==> config.mk <==
export PLATFORM = sky130hd
export DESIGN_NAME = result_collector
export DESIGN_NICKNAME = d
export VERILOG_FILES = /design/src/rtl/systolic_pkg.sv /design/src/rtl/row_fifo.sv /design/src/rtl/result_collector.sv
export SDC_FILE = /design/constraint.sdc
export NUM_CORES = 1
export LEC_CHECK = 0
export CORE_ASPECT_RATIO = 1.75
export CORE_UTILIZATION = 33
export DETAILED_ROUTE_END_ITERATION = 16
export PLACE_DENSITY = 0.48
export SYNTH_ARGS = -nofsm -noshare
export SYNTH_HDL_FRONTEND = slang
export SYNTH_SLANG_ARGS = --single-unit
==> constraint.sdc <==
create_clock -name clk -period 8.65 [get_ports clk]
set_input_delay 2.595 -clock clk [delete_from_list [all_inputs] [get_ports clk]]
set_output_delay 2.595 -clock clk [all_outputs]
set_load 0.1 [all_outputs]
==> src/rtl/systolic_pkg.sv <==
// Shared types, sizing helpers and statistics width for the systolic array
// result path.
package systolic_pkg;

   localparam int DEF_MATRIX_SIZE = 2;
   localparam int DEF_DATA_SIZE   = 32;
   localparam int DEF_FIFO_DEPTH  = 4;
   localparam int STAT_WIDTH      = 16;

   typedef logic [DEF_DATA_SIZE-1:0] result_row_t [DEF_MATRIX_SIZE];

   function automatic int ptr_width(input int depth);
      return (depth > 1) ? $clog2(depth) : 1;
   endfunction

   function automatic logic [STAT_WIDTH-1:0] sat_inc(input logic [STAT_WIDTH-1:0] v);
      return (v == {STAT_WIDTH{1'b1}}) ? v : v + STAT_WIDTH'(1);
   endfunction

endpackage

==> src/rtl/row_fifo.sv <==
// First-word-fall-through row buffer with registered storage and occupancy count.
// A write into a full buffer succeeds only when the head is popped in the same cycle.
module row_fifo
   import systolic_pkg::*;
#(
   parameter int WIDTH = 64,
   parameter int DEPTH = 4
) (
   input  logic                       clk,
   input  logic                       reset,
   input  logic                       push,
   input  logic [WIDTH-1:0]           push_data,
   input  logic                       pop_ready,
   output logic [WIDTH-1:0]           head_data,
   output logic                       head_valid,
   output logic                       pop,
   output logic                       drop,
   output logic [ptr_width(DEPTH):0]  count
);

   localparam int PW = ptr_width(DEPTH);
   localparam int CW = PW + 1;

   logic [WIDTH-1:0] mem_q [DEPTH];
   logic [WIDTH-1:0] mem_d [DEPTH];
   logic [PW-1:0]    wr_ptr_q, wr_ptr_d;
   logic [PW-1:0]    rd_ptr_q, rd_ptr_d;
   logic [CW-1:0]    count_q, count_d;
   logic [WIDTH-1:0] last_q, last_d;
   logic             accept;

   // Push/pop arbitration, pointer and occupancy update.
   always_comb begin
      head_valid = (count_q != CW'(0));
      pop        = head_valid && pop_ready;
      accept     = push && ((count_q < CW'(DEPTH)) || pop);
      drop       = push && !accept;
      mem_d      = mem_q;
      if (accept) begin
         mem_d[wr_ptr_q] = push_data;
         wr_ptr_d        = wr_ptr_q + PW'(1);
      end else begin
         wr_ptr_d = wr_ptr_q;
      end
      if (pop) begin
         rd_ptr_d = rd_ptr_q + PW'(1);
         last_d   = mem_q[rd_ptr_q];
      end else begin
         rd_ptr_d = rd_ptr_q;
         last_d   = last_q;
      end
      case ({accept, pop})
         2'b10:   count_d = count_q + CW'(1);
         2'b01:   count_d = count_q - CW'(1);
         default: count_d = count_q;
      endcase
   end

   // Storage needs no reset: while empty the output falls back to last_q.
   always_ff @(posedge clk) begin
      mem_q <= mem_d;
   end

   // Control state with synchronous active-low reset.
   always_ff @(posedge clk) begin
      if (!reset) begin
         wr_ptr_q <= PW'(0);
         rd_ptr_q <= PW'(0);
         count_q  <= CW'(0);
         last_q   <= {WIDTH{1'b0}};
      end else begin
         wr_ptr_q <= wr_ptr_d;
         rd_ptr_q <= rd_ptr_d;
         count_q  <= count_d;
         last_q   <= last_d;
      end
   end

   assign head_data = head_valid ? mem_q[rd_ptr_q] : last_q;
   assign count     = count_q;

endmodule

==> src/rtl/result_collector.sv <==
// De-skews staggered systolic result columns into aligned rows, buffers them and
// throttles the frame via output_ready. Optional counters: RESULT_COLLECTOR_STATS_EN.
module result_collector
   import systolic_pkg::*;
#(
   parameter int MATRIX_SIZE = DEF_MATRIX_SIZE,
   parameter int DATA_SIZE   = DEF_DATA_SIZE,
   parameter int FIFO_DEPTH  = DEF_FIFO_DEPTH
) (
   input  logic                  clk,
   input  logic                  reset,
   input  logic [DATA_SIZE-1:0]  result_in [MATRIX_SIZE],
   input  logic                  result_valid,
   output logic                  output_ready,
   output logic [DATA_SIZE-1:0]  row_data [MATRIX_SIZE],
   output logic                  row_valid,
   input  logic                  row_ready,
   output logic                  row_last,
   output logic                  overflow,
   output logic [STAT_WIDTH-1:0] matrices_out,
   output logic [STAT_WIDTH-1:0] rows_dropped
);

   localparam int N  = MATRIX_SIZE;
   localparam int VD = MATRIX_SIZE - 1;
   localparam int CW = ptr_width(FIFO_DEPTH) + 1;
   localparam int SW = CW + 1;
   localparam int RW = ptr_width(MATRIX_SIZE);

   logic [VD-1:0]          vld_q, vld_d;
   logic                   push;
   logic [N*DATA_SIZE-1:0] push_row;
   logic [N*DATA_SIZE-1:0] head_row;
   logic                   fifo_pop;
   logic                   fifo_drop;
   logic [CW-1:0]          fifo_count;
   logic [SW-1:0]          occupancy;
   logic                   output_ready_q, output_ready_d;
   logic                   overflow_q, overflow_d;
   logic [RW-1:0]          row_cnt_q, row_cnt_d;

   for (genvar j = 0; j < N; j++) begin : g_col
      localparam int D = N - 1 - j;
      if (D == 0) begin : g_pass
         assign push_row[j*DATA_SIZE +: DATA_SIZE] = result_in[j];
      end else begin : g_dly
         logic [DATA_SIZE-1:0] dly_q [D];
         logic [DATA_SIZE-1:0] dly_d [D];

         // Column j waits D cycles so it lines up with the last column.
         always_comb begin
            dly_d[0] = result_in[j];
            for (int k = 1; k < D; k++) begin
               dly_d[k] = dly_q[k-1];
            end
         end

         // Delay-line registers, cleared so no partial row survives reset.
         always_ff @(posedge clk) begin
            if (!reset) begin
               for (int k = 0; k < D; k++) begin
                  dly_q[k] <= {DATA_SIZE{1'b0}};
               end
            end else begin
               dly_q <= dly_d;
            end
         end

         assign push_row[j*DATA_SIZE +: DATA_SIZE] = dly_q[D-1];
      end
   end

   assign push = vld_q[VD-1];

   row_fifo #(
      .WIDTH (N*DATA_SIZE),
      .DEPTH (FIFO_DEPTH)
   ) u_row_fifo (
      .clk        (clk),
      .reset      (reset),
      .push       (push),
      .push_data  (push_row),
      .pop_ready  (row_ready),
      .head_data  (head_row),
      .head_valid (row_valid),
      .pop        (fifo_pop),
      .drop       (fifo_drop),
      .count      (fifo_count)
   );

   // Valid delay, admission control, sticky overflow and row position.
   always_comb begin
      vld_d     = (vld_q << 1) | VD'(result_valid);
      occupancy = SW'(fifo_count) + SW'(result_valid);
      for (int k = 0; k < VD; k++) begin
         occupancy = occupancy + SW'(vld_q[k]);
      end
      output_ready_d = (occupancy <= SW'(FIFO_DEPTH - N));
      overflow_d     = overflow_q | fifo_drop;
      if (fifo_pop) begin
         if (row_cnt_q == RW'(N - 1)) begin
            row_cnt_d = RW'(0);
         end else begin
            row_cnt_d = row_cnt_q + RW'(1);
         end
      end else begin
         row_cnt_d = row_cnt_q;
      end
   end

   // Control registers; output_ready comes out of reset asserted.
   always_ff @(posedge clk) begin
      if (!reset) begin
         vld_q          <= VD'(0);
         output_ready_q <= 1'b1;
         overflow_q     <= 1'b0;
         row_cnt_q      <= RW'(0);
      end else begin
         vld_q          <= vld_d;
         output_ready_q <= output_ready_d;
         overflow_q     <= overflow_d;
         row_cnt_q      <= row_cnt_d;
      end
   end

   // Unpack the head entry into per-column outputs.
   always_comb begin
      for (int j = 0; j < N; j++) begin
         row_data[j] = head_row[j*DATA_SIZE +: DATA_SIZE];
      end
   end

   assign row_last     = row_valid && (row_cnt_q == RW'(N - 1));
   assign output_ready = output_ready_q;
   assign overflow     = overflow_q;

`ifdef RESULT_COLLECTOR_STATS_EN
   logic [STAT_WIDTH-1:0] mat_cnt_q, mat_cnt_d;
   logic [STAT_WIDTH-1:0] drop_cnt_q, drop_cnt_d;

   // Saturating completed-matrix and dropped-row counters.
   always_comb begin
      if (fifo_pop && row_last) begin
         mat_cnt_d = sat_inc(mat_cnt_q);
      end else begin
         mat_cnt_d = mat_cnt_q;
      end
      if (fifo_drop) begin
         drop_cnt_d = sat_inc(drop_cnt_q);
      end else begin
         drop_cnt_d = drop_cnt_q;
      end
   end

   // Statistics registers.
   always_ff @(posedge clk) begin
      if (!reset) begin
         mat_cnt_q  <= {STAT_WIDTH{1'b0}};
         drop_cnt_q <= {STAT_WIDTH{1'b0}};
      end else begin
         mat_cnt_q  <= mat_cnt_d;
         drop_cnt_q <= drop_cnt_d;
      end
   end

   assign matrices_out = mat_cnt_q;
   assign rows_dropped = drop_cnt_q;
`else
   assign matrices_out = {STAT_WIDTH{1'b0}};
   assign rows_dropped = {STAT_WIDTH{1'b0}};
`endif

endmodule

==> results.sh, run 1 <==
export IMPL_outcome="finished, final reports clean"
export IMPL_fillers=3734
export IMPL_cts_setup_buffers=0
export IMPL_critPathKind="flip-flop to output port"
export IMPL_grt_pass1_wl_um=43700
export IMPL_io_pins=168
export IMPL_syn_inst=720
export IMPL_num_nets_final=941
export IMPL_cts_repair_resized=0
export IMPL_grt_start_max_net_pins=42
export IMPL_critPathArrivalTime_ns=3.73
export IMPL_start_kind="flip-flop"
export IMPL_die_h_um=271
export IMPL_cts_buffers=37
export IMPL_hold_buffers=0
export IMPL_rsz0062_at_grt="false"
export IMPL_drc=0
export IMPL_synthDistinctLibCells=28
export IMPL_cts_tree="yes"
export IMPL_antenna_left=0
export IMPL_wl_per_cell_um=20.2
export IMPL_setup_tns_ns=0
export IMPL_setup_viol=0
export IMPL_hold_viol_final=0
export IMPL_die_area_um2=42200
export IMPL_ys_warn_count=0
export IMPL_avgSynthCellArea_um2=19.0
export IMPL_period_needed_ns=6.33
export IMPL_grt_antenna_before_repair=2
export IMPL_endpoint_kind="output port"
export IMPL_drive_gt1_share_pct=22.9
export IMPL_overflow=0
export IMPL_path_clk_slew_ns=0.06
export IMPL_core_um2=40800
export IMPL_drtPass1Iterations=4
export IMPL_clock_latency_ns=0.52
export IMPL_clock_sinks=363
export IMPL_cts_root_buffer="clkbuf_16"
export IMPL_rows=98
export IMPL_port_buffers=135
export IMPL_diodes=0
export IMPL_vias=6706
export IMPL_area_delta_synth_final_pct=22.0
export IMPL_ys_ff_latch=363
export IMPL_max_freq_mhz=158
export IMPL_relSlewSlack_pct=28.3
export IMPL_critPathMaxFanout=37
export IMPL_place_gp_congestion=0.658
export IMPL_drt_first_iter_violations=320
export IMPL_hp_class="flip-flop to flip-flop"
export IMPL_multi_input_area_um2=3450
export IMPL_netlist_area_um2=13700
export IMPL_finalCritPeriodShare_pct=73.1
export IMPL_worst_slew_pin_slew_ns=1.07
export IMPL_slew_violations=0
export IMPL_htree_levels=2
export IMPL_die_x_um=156
export IMPL_cap_violations=0
export IMPL_synth_seq_area_share_pct=72.0
export IMPL_start_util_pct=33.4
export IMPL_cts_max_path_buffers=3
export IMPL_seq_area_um2=9840
export IMPL_routed_wl_um=29100
export IMPL_skew_ns=0.0185
export IMPL_post_dp_hpwl_um=16400
export IMPL_grt_pass1_vias=7168
export IMPL_crit_required_ns=6.06
export IMPL_viasPerCell=4.65
export IMPL_grt_total_usage_pct=14.1
## state kept, by name (all words and copies together) (netlist names), 2 cells and up
register             count
u_row_fifo.rd_ptr_q      2
u_row_fifo.last_q       64
u_row_fifo.count         3
u_row_fifo.wr_ptr_q      2
g_col.g_dly.dly_q       32
u_row_fifo.mem_q       256
## per-stage QoR
stage | instances | area, um2 | setup slack (ns) | util, % | hold slack (ns)
final | 1441 | 16700 | 2.32 | 40.8 | 0.467
after global routing | 1441 | 16700 | 2.08 | 40.8 | 0.483
after CTS | 1441 | 16700 | 2.16 | 40.8 | 0.471
after detailed placement | 1376 | 15400 | 2.74 | 37.8 | 0.450
after global placement | 1376 | 15400 | 2.73 | 37.8 | 0.449
after floorplan | 751 | 13800 | 3.40 | - | 0.438
## path summary, 6_finish.rpt
path	start	endpoint	slack [ns]	depth (start not counted)
worst max-delay path	u_row_fifo.rd_ptr_q[0]$_SDFFE_PN0P_	row_data[60]	2.32	4
worst min-delay path	g_col[0].g_dly.dly_q[7]$_SDFF_PN0_	u_row_fifo.mem_q[135]$_DFFE_PP_	0.47	0
worst max register to register	u_row_fifo.count[2]$_SDFFE_PN0P_	u_row_fifo.last_q[57]$_SDFFE_PN0P_	5.78	4
worst min register to register	g_col[0].g_dly.dly_q[7]$_SDFF_PN0_	u_row_fifo.mem_q[135]$_DFFE_PP_	0.47	0
## worst max-delay path, cell delays in order (launching register included)
cell and delay, ns:
dfxtp_4 0.88, buf_4 0.46, mux4_2 0.57, mux2_2 0.28, clkdlybuf4s50_1 1.00
## placed cells by master, fill, tap and decap left out, types with 4 or more instances in the layout
cell,instances
clkbuf_1,4
mux4_2,64
dfxtp_1,105
inv_1,10
clkinv_1,6
o21ai_0,4
a22o_1,64
bufinv_16,4
edfxtp_1,256
a21oi_1,6
mux2_2,64
conb_1,32
buf_4,11
clkdlybuf4s50_1,135
and3_4,4
ha_1,6
and2_1,34
clkbuf_16,37
clkbuf_8,4
nor2_1,9
xor2_1,5
## routing by layer
metal / share of wire (%) / track usage [%] / vias to the layer above
met5: 0.093 / 0 / -
met1: 39 / 15.8 / 3449
met4: 2.1 / 4.54 / 4
li1: - / - / 3055
met2: 55 / 26.6 / 156
met3: 3.8 / 2.43 / 42
## area by class of cell
cell class	instances	area share, %
Multi-Input combinational cell	307	20.7
Sequential cell	363	59.1
Timing Repair Buffer	146	8.61
Clock inverter	20	1.30
Inverter	10	0.225
Tap cell	550	4.13
Clock buffer	45	5.98
## cells in the mapped netlist
master	n	area, um2
a21oi_1	6	30.0
a21oi_4	1	16.3
a22o_1	64	561
and2_1	34	213
and3_1	4	25.0
buf_1	6	22.5
buf_2	6	30.0
buf_4	35	263
buf_6	11	124
clkbuf_1	13	48.8
conb_1	1	3.75
dfxtp_1	107	2140
edfxtp_1	256	7690
fa_1	2	40.0
ha_1	6	75.1
inv_1	10	37.5
mux2_2	64	721
mux4_2	64	1440
nand2_1	1	3.75
nand2b_1	2	12.5
nand3_1	2	10.0
nor2_1	10	37.5
nor2b_1	2	12.5
o21ai_0	4	20.0
o311ai_0	1	8.76
o31ai_2	1	12.5
or3_1	2	12.5
xor2_1	5	43.8
## cells by family after synthesis
family | Yosys count | share of synthesized area (%)
other | 1 | 0.0275
muxes | 128 | 15.8
DFF | 363 | 72.0
AOI/OAI and AO/OA | 77 | 4.75
buffers and inverters | 81 | 3.85
xor gates and xnor gates | 5 | 0.321
and+or+nand+nor | 57 | 2.39
adders and majority gates | 8 | 0.843
Power of run 1 is left out: the tool's default activity adds up to more than one toggle a clock period on the data nets, which glitch-free logic cannot reach.
==> inputs of run 2 (changes only) <==
--- a/config.mk
+++ b/config.mk
@@ -8,7 +8,7 @@
 export CORE_ASPECT_RATIO = 1.75
 export CORE_UTILIZATION = 33
 export DETAILED_ROUTE_END_ITERATION = 16
-export PLACE_DENSITY = 0.48
+export PLACE_DENSITY = 0.5
 export SYNTH_ARGS = -nofsm -noshare
 export SYNTH_HDL_FRONTEND = slang
 export SYNTH_SLANG_ARGS = --single-unit
==> constraint.sdc (replaced) <==
create_clock -name clk -period 5.2 [get_ports clk]
set_input_delay 1.56 -clock clk [delete_from_list [all_inputs] [get_ports clk]]
set_output_delay 1.56 -clock clk [all_outputs]
set_load 0.1 [all_outputs]
==> run 2 against run 1 <==
  * Final cell count increased by 0.62%
  * Worst setup slack got worse by 1.4 ns
  * First-iteration DRC count down 0.63%
==> results.sh, run 2 (synthesis results as in run 1) <==
export IMPL_grt_start_max_net_pins=51
export IMPL_routed_wl_um=29100
export IMPL_largest_registers="u_row_fifo.mem_q x256, u_row_fifo.last_q x64, g_col.g_dly.dly_q x32"
export IMPL_area_delta_synth_final_pct=21.4
export IMPL_top_register="u_row_fifo.mem_q"
export IMPL_max_freq_mhz=232
export IMPL_layout_commonest_cell="edfxtp_1"
export IMPL_clock_sinks=363
export IMPL_cpMaxStageDelayCell="or3_4"
export IMPL_rr_worst_depth=4
export IMPL_drt_first_iter_violations=318
export IMPL_r2r_start="u_row_fifo.count[2]$_SDFFE_PN0P_"
export IMPL_crit_required_ns=3.64
export IMPL_slew_violations=0
export IMPL_start_kind="flip-flop"
export IMPL_wl_per_cell_um=20.1
export IMPL_grt_pass1_vias=7239
export IMPL_start_util_pct=33.4
export IMPL_critical_path_top_delay_family="simple AND/OR/NAND/NOR gates"
export IMPL_grt_antenna_before_repair=0
export IMPL_io_pins=168
export IMPL_relSlewSlack_pct=35.0
export IMPL_die_area_um2=42200
export IMPL_rsz0062_at_grt="false"
export IMPL_worst_slew_pin_slew_ns=0.972
export IMPL_grt_pass1_wl_um=44100
export IMPL_critPathMaxFanout=50
export IMPL_setup_tns_ns=0
export IMPL_hold_depth=1
export IMPL_cts_repair_resized=0
export IMPL_grt_total_usage_pct=14.2
export IMPL_post_dp_hpwl_um=17600
export IMPL_drc=0
export IMPL_r2r_end="u_row_fifo.last_q[53]$_SDFFE_PN0P_"
export IMPL_cts_setup_buffers=0
export IMPL_cts_buffers=36
export IMPL_critPathKind="flip-flop to output port"
export IMPL_largest_reg_flops=256
export IMPL_num_nets_final=948
export IMPL_diodes=0
export IMPL_drtPass1Iterations=4
export IMPL_worstPathCellList="or3_4 -> buf_4 -> mux2_2 -> buf_4"
export IMPL_overflow=0
export IMPL_finalCritPeriodShare_pct=82.9
export IMPL_viasPerCell=4.60
export IMPL_path_buf_inv=2
export IMPL_core_um2=40800
export IMPL_htree_levels=2
export IMPL_cts_tree="yes"
export IMPL_path_clk_slew_ns=0.06
export IMPL_rows=98
export IMPL_antenna_left=0
export IMPL_place_gp_congestion=0.675
export IMPL_critPathArrivalTime_ns=2.75
export IMPL_cap_violations=0
export IMPL_skew_ns=0.0268
export IMPL_outcome="finished, final reports clean"
export IMPL_die_x_um=156
export IMPL_hold_buffers=0
export IMPL_hp_class="flip-flop to flip-flop"
export IMPL_critPathMaxStageDelay_ns=0.78
export IMPL_final_cell_mix="edfxtp_1, dfxtp_1, buf_4, clkdlybuf4s50_1"
export IMPL_port_buffers=135
export IMPL_hold_viol_final=0
export IMPL_whs_endpoint="u_row_fifo.last_q[56]$_SDFFE_PN0P_"
export IMPL_period_needed_ns=4.31
export IMPL_r2r_slack_ns=3.00
export IMPL_clock_latency_ns=0.54
export IMPL_setup_viol=0
export IMPL_cts_max_path_buffers=3
export IMPL_endpoint_kind="output port"
export IMPL_vias=6669
export IMPL_crit_top_cell="buf_4"
export IMPL_hp_start="u_row_fifo.last_q[56]$_SDFFE_PN0P_"
export IMPL_cts_root_buffer="clkbuf_16"
export IMPL_drive_gt1_share_pct=30.7
export IMPL_die_h_um=271
## run 2: worst max path at each step
stage,cells after the start,from,to
final,4,u_row_fifo.count[1]$_SDFFE_PN0P_,row_data[20]
after global routing,4,u_row_fifo.count[1]$_SDFFE_PN0P_,row_data[20]
after CTS,4,u_row_fifo.rd_ptr_q[0]$_SDFFE_PN0P_,row_data[3]
after detailed placement,4,u_row_fifo.rd_ptr_q[0]$_SDFFE_PN0P_,row_data[3]
after global placement,4,row_ready,u_row_fifo.mem_q[45]$_DFFE_PP_
after floorplan,4,u_row_fifo.count[2]$_SDFFE_PN0P_,row_last
## run 2: through the flow
stage / worst slack [ns] / instance area [um2] / utilization (%) / instances / hold slack, ns
after floorplan: 0.983 / 13800 / - / 751 / 0.438
after global placement: 1.35 / 15400 / 37.7 / 1384 / 0.451
after detailed placement: 1.34 / 15400 / 37.7 / 1384 / 0.452
after CTS: 0.768 / 16600 / 40.6 / 1450 / 0.472
after global routing: 0.702 / 16600 / 40.6 / 1450 / 0.480
final: 0.890 / 16600 / 40.6 / 1450 / 0.468
## run 2: layer usage
metal | global-route usage, % | wire [um] | up-vias
met5 | 0 | 0 | -
met4 | 4.77 | 618 | 0
met1 | 16.4 | 11700 | 3421
met3 | 2.13 | 911 | 39
li1 | - | - | 3065
met2 | 26.3 | 15800 | 144
## run 2: final cells by class
class                           instances  area (um2)
Tap cell                              550         688
Fill cell                            3710       24300
Multi-Input combinational cell        307        3450
Inverter                               10        37.5
Timing Repair Buffer                  154        1390
Clock buffer                           52        1010
Sequential cell                       363        9840
Clock inverter                         14         158
## run 2: worst reg2reg max path, cell delays in order, from the launching register on
cell and delay (ns):
dfxtp_1 0.38, or3_4 0.75, a21oi_4 0.27, buf_4 0.47
a22o_1 0.25
Power of run 2 is left out for the same reason.
==> inputs of run 3 (changes only) <==
==> constraint.sdc (replaced) <==
create_clock -name clk -period 3.5 [get_ports clk]
set_input_delay 1.05 -clock clk [delete_from_list [all_inputs] [get_ports clk]]
set_output_delay 1.05 -clock clk [all_outputs]
set_load 0.1 [all_outputs]
==> run 3 against run 2 <==
  * Sequential share of layout area decreased by 2.7 points
  * Worst setup slack got worse by 0.76 ns
  * Via count increased by 1.6%
  * Wire length increased by 3.5%
  * Hold slack improved by 0.00091 ns
  * Utilization increased by 1.9 points
  * Clock skew decreased by 0.010 ns
  * Register-to-register slack got worse by 1.7 ns
  * Cell area increased by 4.8%
  * Largest cell class unchanged
==> results.sh, run 3 (synthesis results as in run 1) <==
export IMPL_die_x_um=156
export IMPL_hold_buffers=0
export IMPL_drive_gt1_share_pct=31.4
export IMPL_die_h_um=271
export IMPL_grt_antenna_before_repair=0
export IMPL_num_nets_final=955
export IMPL_critPathArrivalTime_ns=2.32
export IMPL_grt_total_usage_pct=14.8
export IMPL_diodes=0
export IMPL_setup_tns_ns=0
export IMPL_rr_worst_depth=8
export IMPL_grt_pass1_vias=7436
export IMPL_drt_first_iter_violations=386
export IMPL_cts_tree="yes"
export IMPL_top_register="u_row_fifo.mem_q"
export IMPL_routed_wl_um=30100
export IMPL_post_route_util_pct=42.5
export IMPL_cts_root_buffer="clkbuf_16"
export IMPL_place_gp_congestion=0.695
export IMPL_layoutNonFillerInstCount=1457
export IMPL_drtPass1Iterations=4
export IMPL_outcome="finished, final reports clean"
export IMPL_critPathKind="flip-flop to output port"
export IMPL_r2r_slack_ns=1.27
export IMPL_final_cell_mix="edfxtp_1, dfxtp_1, clkdlybuf4s50_1"
export IMPL_viasPerCell=4.65
export IMPL_hp_class="flip-flop to flip-flop"
export IMPL_cts_max_path_buffers=3
export IMPL_clock_latency_ns=0.53
export IMPL_worst_slew_pin_slew_ns=0.541
export IMPL_grt_pass1_wl_um=45700
export IMPL_port_buffers=135
export IMPL_grt_start_max_net_pins=36
export IMPL_rows=98
export IMPL_start_util_pct=33.4
export IMPL_fillers=3617
export IMPL_clock_sinks=363
export IMPL_overflow=0
export IMPL_relSlewSlack_pct=63.9
export IMPL_dp_slack_ns=0.215
export IMPL_wl_per_cell_um=20.7
export IMPL_hp_start="u_row_fifo.last_q[45]$_SDFFE_PN0P_"
export IMPL_vias=6776
export IMPL_crit_required_ns=2.45
export IMPL_largest_registers="u_row_fifo.mem_q x256, u_row_fifo.last_q x64, g_col.g_dly.dly_q x32"
export IMPL_fin_ws_ns=0.127
export IMPL_area_delta_synth_final_pct=27.2
export IMPL_hold_depth=1
export IMPL_finalCritPeriodShare_pct=96.4
export IMPL_critPathMaxFanout=22
export IMPL_cts_buffers=36
export IMPL_slew_violations=0
export IMPL_r2r_end="u_row_fifo.count[2]$_SDFFE_PN0P_"
export IMPL_max_freq_mhz=296
export IMPL_dp_cells=1387
export IMPL_seq_area_um2=9840
export IMPL_layout_commonest_cell="edfxtp_1"
export IMPL_io_pins=168
export IMPL_path_clk_slew_ns=0.06
export IMPL_largest_reg_flops=256
export IMPL_hold_viol_final=0
export IMPL_post_dp_hpwl_um=17300
export IMPL_die_area_um2=42200
export IMPL_whs_endpoint="u_row_fifo.last_q[45]$_SDFFE_PN0P_"
export IMPL_cap_violations=0
export IMPL_period_needed_ns=3.37
export IMPL_start_kind="flip-flop"
export IMPL_skew_ns=0.0164
export IMPL_endpoint_kind="output port"
export IMPL_r2r_start="u_row_fifo.count[2]$_SDFFE_PN0P_"
export IMPL_rsz0062_at_grt="false"
export IMPL_multi_input_area_um2=3460
export IMPL_setup_viol=0
export IMPL_htree_levels=2
export IMPL_core_um2=40800
export IMPL_antenna_left=0
export IMPL_drc=0
==> run 3: changes by cell type in the layout (fill, tap and decap cells not counted), moves of 3 or more <==
cell       change
inv_6          +3
buf_4         -52
buf_12        +58
clkbuf_16      +3
clkinv_8       -3
==> run 3: timing repair <==
| action | CTS | global route |
|---|---|---|
| gates resized for setup | 1 | 1 |
| cloned | 2 | 0 |
| pin swaps | 1 | 0 |
| buffers inserted | 2 | 0 |
| endpoints found under the setup margin | 24 | 2 |
==> run 3: worst max-delay path, stage by stage (launching register included) <==
cell and delay [ns]:
dfxtp_4 0.62, buf_4 0.31, mux4_2 0.33, mux2_2 0.35, buf_12 0.19
==> run 3: layer usage <==
layer	wire [um]	global-route usage [%]	vias up
li1	-	-	3088
met1	12200	17.8	3486
met2	16200	26.8	159
met3	1000	2.18	43
met4	677	4.90	0
met5	0	0	-
==> run 3: through the flow <==
step / hold WS, ns / cell area [um2]
floorplan: 0.438 / 13800
global placement: 0.448 / 16200
detailed placement: 0.453 / 16200
CTS: 0.471 / 17400
global route: 0.480 / 17400
finish: 0.468 / 17400
==> run 3: how the worst max path moves through the flow <==
stage | startpoint | to | slack, ns | cells after the start
2_1_floorplan | row_ready | u_row_fifo.mem_q[0]$_DFFE_PP_ | 0.27 | 2
3_3_place_gp | row_ready | u_row_fifo.count[2]$_SDFFE_PN0P_ | 0.26 | 9
3_5_place_dp | row_ready | u_row_fifo.count[2]$_SDFFE_PN0P_ | 0.22 | 9
4_1_cts | u_row_fifo.rd_ptr_q[0]$_SDFFE_PN0P_ | row_data[47] | 0.04 | 4
5_1_grt | u_row_fifo.rd_ptr_q[1]$_SDFFE_PN0P_ | row_data[24] | 0.02 | 4
6_report | u_row_fifo.rd_ptr_q[1]$_SDFFE_PN0P_ | row_data[34] | 0.13 | 4
==> run 3: cell type report <==
cell class / instances / share of cell area, %
Clock inverter: 13 / 0.468
Sequential cell: 363 / 56.6
Timing Repair Buffer: 160 / 12.7
Clock buffer: 53 / 6.15
Tap cell: 550 / 3.96
Multi-Input combinational cell: 308 / 19.9
Inverter: 10 / 0.216
Power of run 3 is left out for the same reason.
==> RTL change (settings of run 2) <==
The option `RESULT_COLLECTOR_STATS_EN` is turned on by a define.
--- a/src/rtl/result_collector.sv
+++ b/src/rtl/result_collector.sv
@@ -1,4 +1,6 @@
 // De-skews staggered systolic result columns into aligned rows, buffers them and
 // throttles the frame via output_ready. Optional counters: RESULT_COLLECTOR_STATS_EN.
+`define RESULT_COLLECTOR_STATS_EN
+
 module result_collector
    import systolic_pkg::*;
Formal check against the unedited RTL: not equivalent (Yosys sat finds a counterexample within 10 cycles, from zero or initial values and one cycle with reset low).
==> RTL change against run 2 <==
  * Area after synthesis grew 12%
  * Global-route usage grew 1.9 points
  * Sequential cell count grew 32
  * Setup slack lost 0.44 ns
  * First-iteration DRC count grew 12%
  * Wire length grew 28%
  * Cell area grew 13%
==> RTL change: results (changes against run 2) <==
* Status: completed
* Dpl ws at 0.988 ns (-0.349 ns)
* Reg2Reg Depth at 10 (+6)
* XOR/XNOR Fraction of Synth Area at 0.460% (+0.14 points)
* Setup Crit Path Kind: reg2out
* CTS resizes at 0 (unchanged)
* Pin count of the biggest net entering global routing at 78 (+53%)
* DR pass1 iterations at 5 (+1)
* Initial drt markers at 355 (+12%)
* Critical Path Max Stage Delay at 1.13 ns (+0.35 ns)
* Placed insts at 1712 (+24%)
* Post-synthesis compound-gate area fraction at 4.62% (-0.13 points)
* Post-CTS Setup Inserts at 0 (unchanged)
* Fillcell total at 4213 (+14%)
* Leak at 6.22 nW
* Minimum clock period at 4.75 ns (+0.441 ns)
* Critical path's slowest cell: clkdlybuf4s50_1
* Dpl hpwl at 22400 um (+27%)
* Post-synth EDFFs at 256 (unchanged)
* CTS buffer count at 39 (+8.3%)
* R2R Path End: u_row_fifo.count[2]
* Pwr top: combinational logic
* Yosys cell types at 52 (+86%)
* Arr. time, crit path at 3.19 ns (+0.44 ns)
* Adder-cell share of the synthesized area at 0.920% (+0.077 points)
* First-pass GRT wire length at 56400 um (+28%)
* Port Buf Inserts at 167 (+24%)
* GRT overflow at 0 (unchanged)
* Total track usage at 16.1% (+1.9 points)
* Synth area leaders: edfxtp_1 (50%), dfxtp_1 (18%), mux4_2 (9.5%)
* DR WL/cell at 20.8 um (+3.7%)
* Worst-Skew Late Latency at approximately 0.53 ns
* Routability cong. at 0.715 (+6.1%)
* Slew HR at 22.5% (-12 points)
* Routed vias at 8906 (+34%)
* Share of layout cells above drive strength 1 at 22.7% (-7.9 points)
* Max VDD drop at about 0.6 mV
* Max FO, Critical Path at 44 (-12%)
* Worst-path clk slew at 0.06 ns (about the same)
* Clock Skews at 0.0166 ns (-0.0103 ns)
* Reg2reg setup slack at 1.98 ns (-1.02 ns)
* Worst Setup EP: row_data[57]
* Sequential area share after synthesis at 68.7% (-3.2 points)
* Top cells by count, synth: edfxtp_1 (256), nand2_1 (151), dfxtp_1 (139)
* Nets at 1254 (+32%)
* Min-delay src: u_row_fifo.last_q[35]
* Cell count after synthesis at 1008 (+40%)
* Clock Path Buffers at 3 (unchanged)
* Hold Path Sink: u_row_fifo.last_q[35]
* Number of global-route vias before repair at 9490 (+31%)
* Combinational power share at a little under half
* Mux contribution to synthesized area at 14.7% (-1.1 points)
* Initial antenna violation count at 1 (+1)
* Cell family with most CP delay: buffers and inverters
* Via density at 4.99 (+8.6%)
* Hold slack at 0.453 ns (-0.0142 ns)
* Hold path cells at 2 (+1)
* Placed instance area at 17500 sq um (+13%)
==> RTL change: changes by cell type in the layout (fill, tap and decap cells not counted), sizes merged, moves of 18 or more <==
cell,delta
dfxtp,+32
buf,-18
clkdlybuf4s50,+44
a21oi,+79
nand2,+150
conb,-32
a22o,-64
==> RTL change: kinds of logic after synthesis <==
| logic type | after synthesis |
|---|---|
| muxes | 136 |
| adders and majority gates | 10 |
| DFF | 395 |
| AOI/OAI and AO/OA | 121 |
| xor gates and xnor gates | 8 |
| and+or+nand+nor | 271 |
| buffers and inverters | 67 |
==> RTL change: metal layers <==
layer  up-vias  GRT usage [%]  part of all wire, %
li1       4124              -                    -
met1      4530           17.2                   37
met2       198           31.7                   57
met3        54           2.38                  3.8
met4         0           4.91                  2.3
met5         -              0                    0
==> RTL change: area by class of cell <==
type	instances	area (sq um)	area share (%)
tap	577	722	3.85
inverter	14	55.1	0.294
sequential	395	10500	55.9
clock inverter	14	134	0.715
timing repair buffer	180	1690	9.05
multi-input combinational	546	4510	24.1
clock buffer	57	1140	6.07
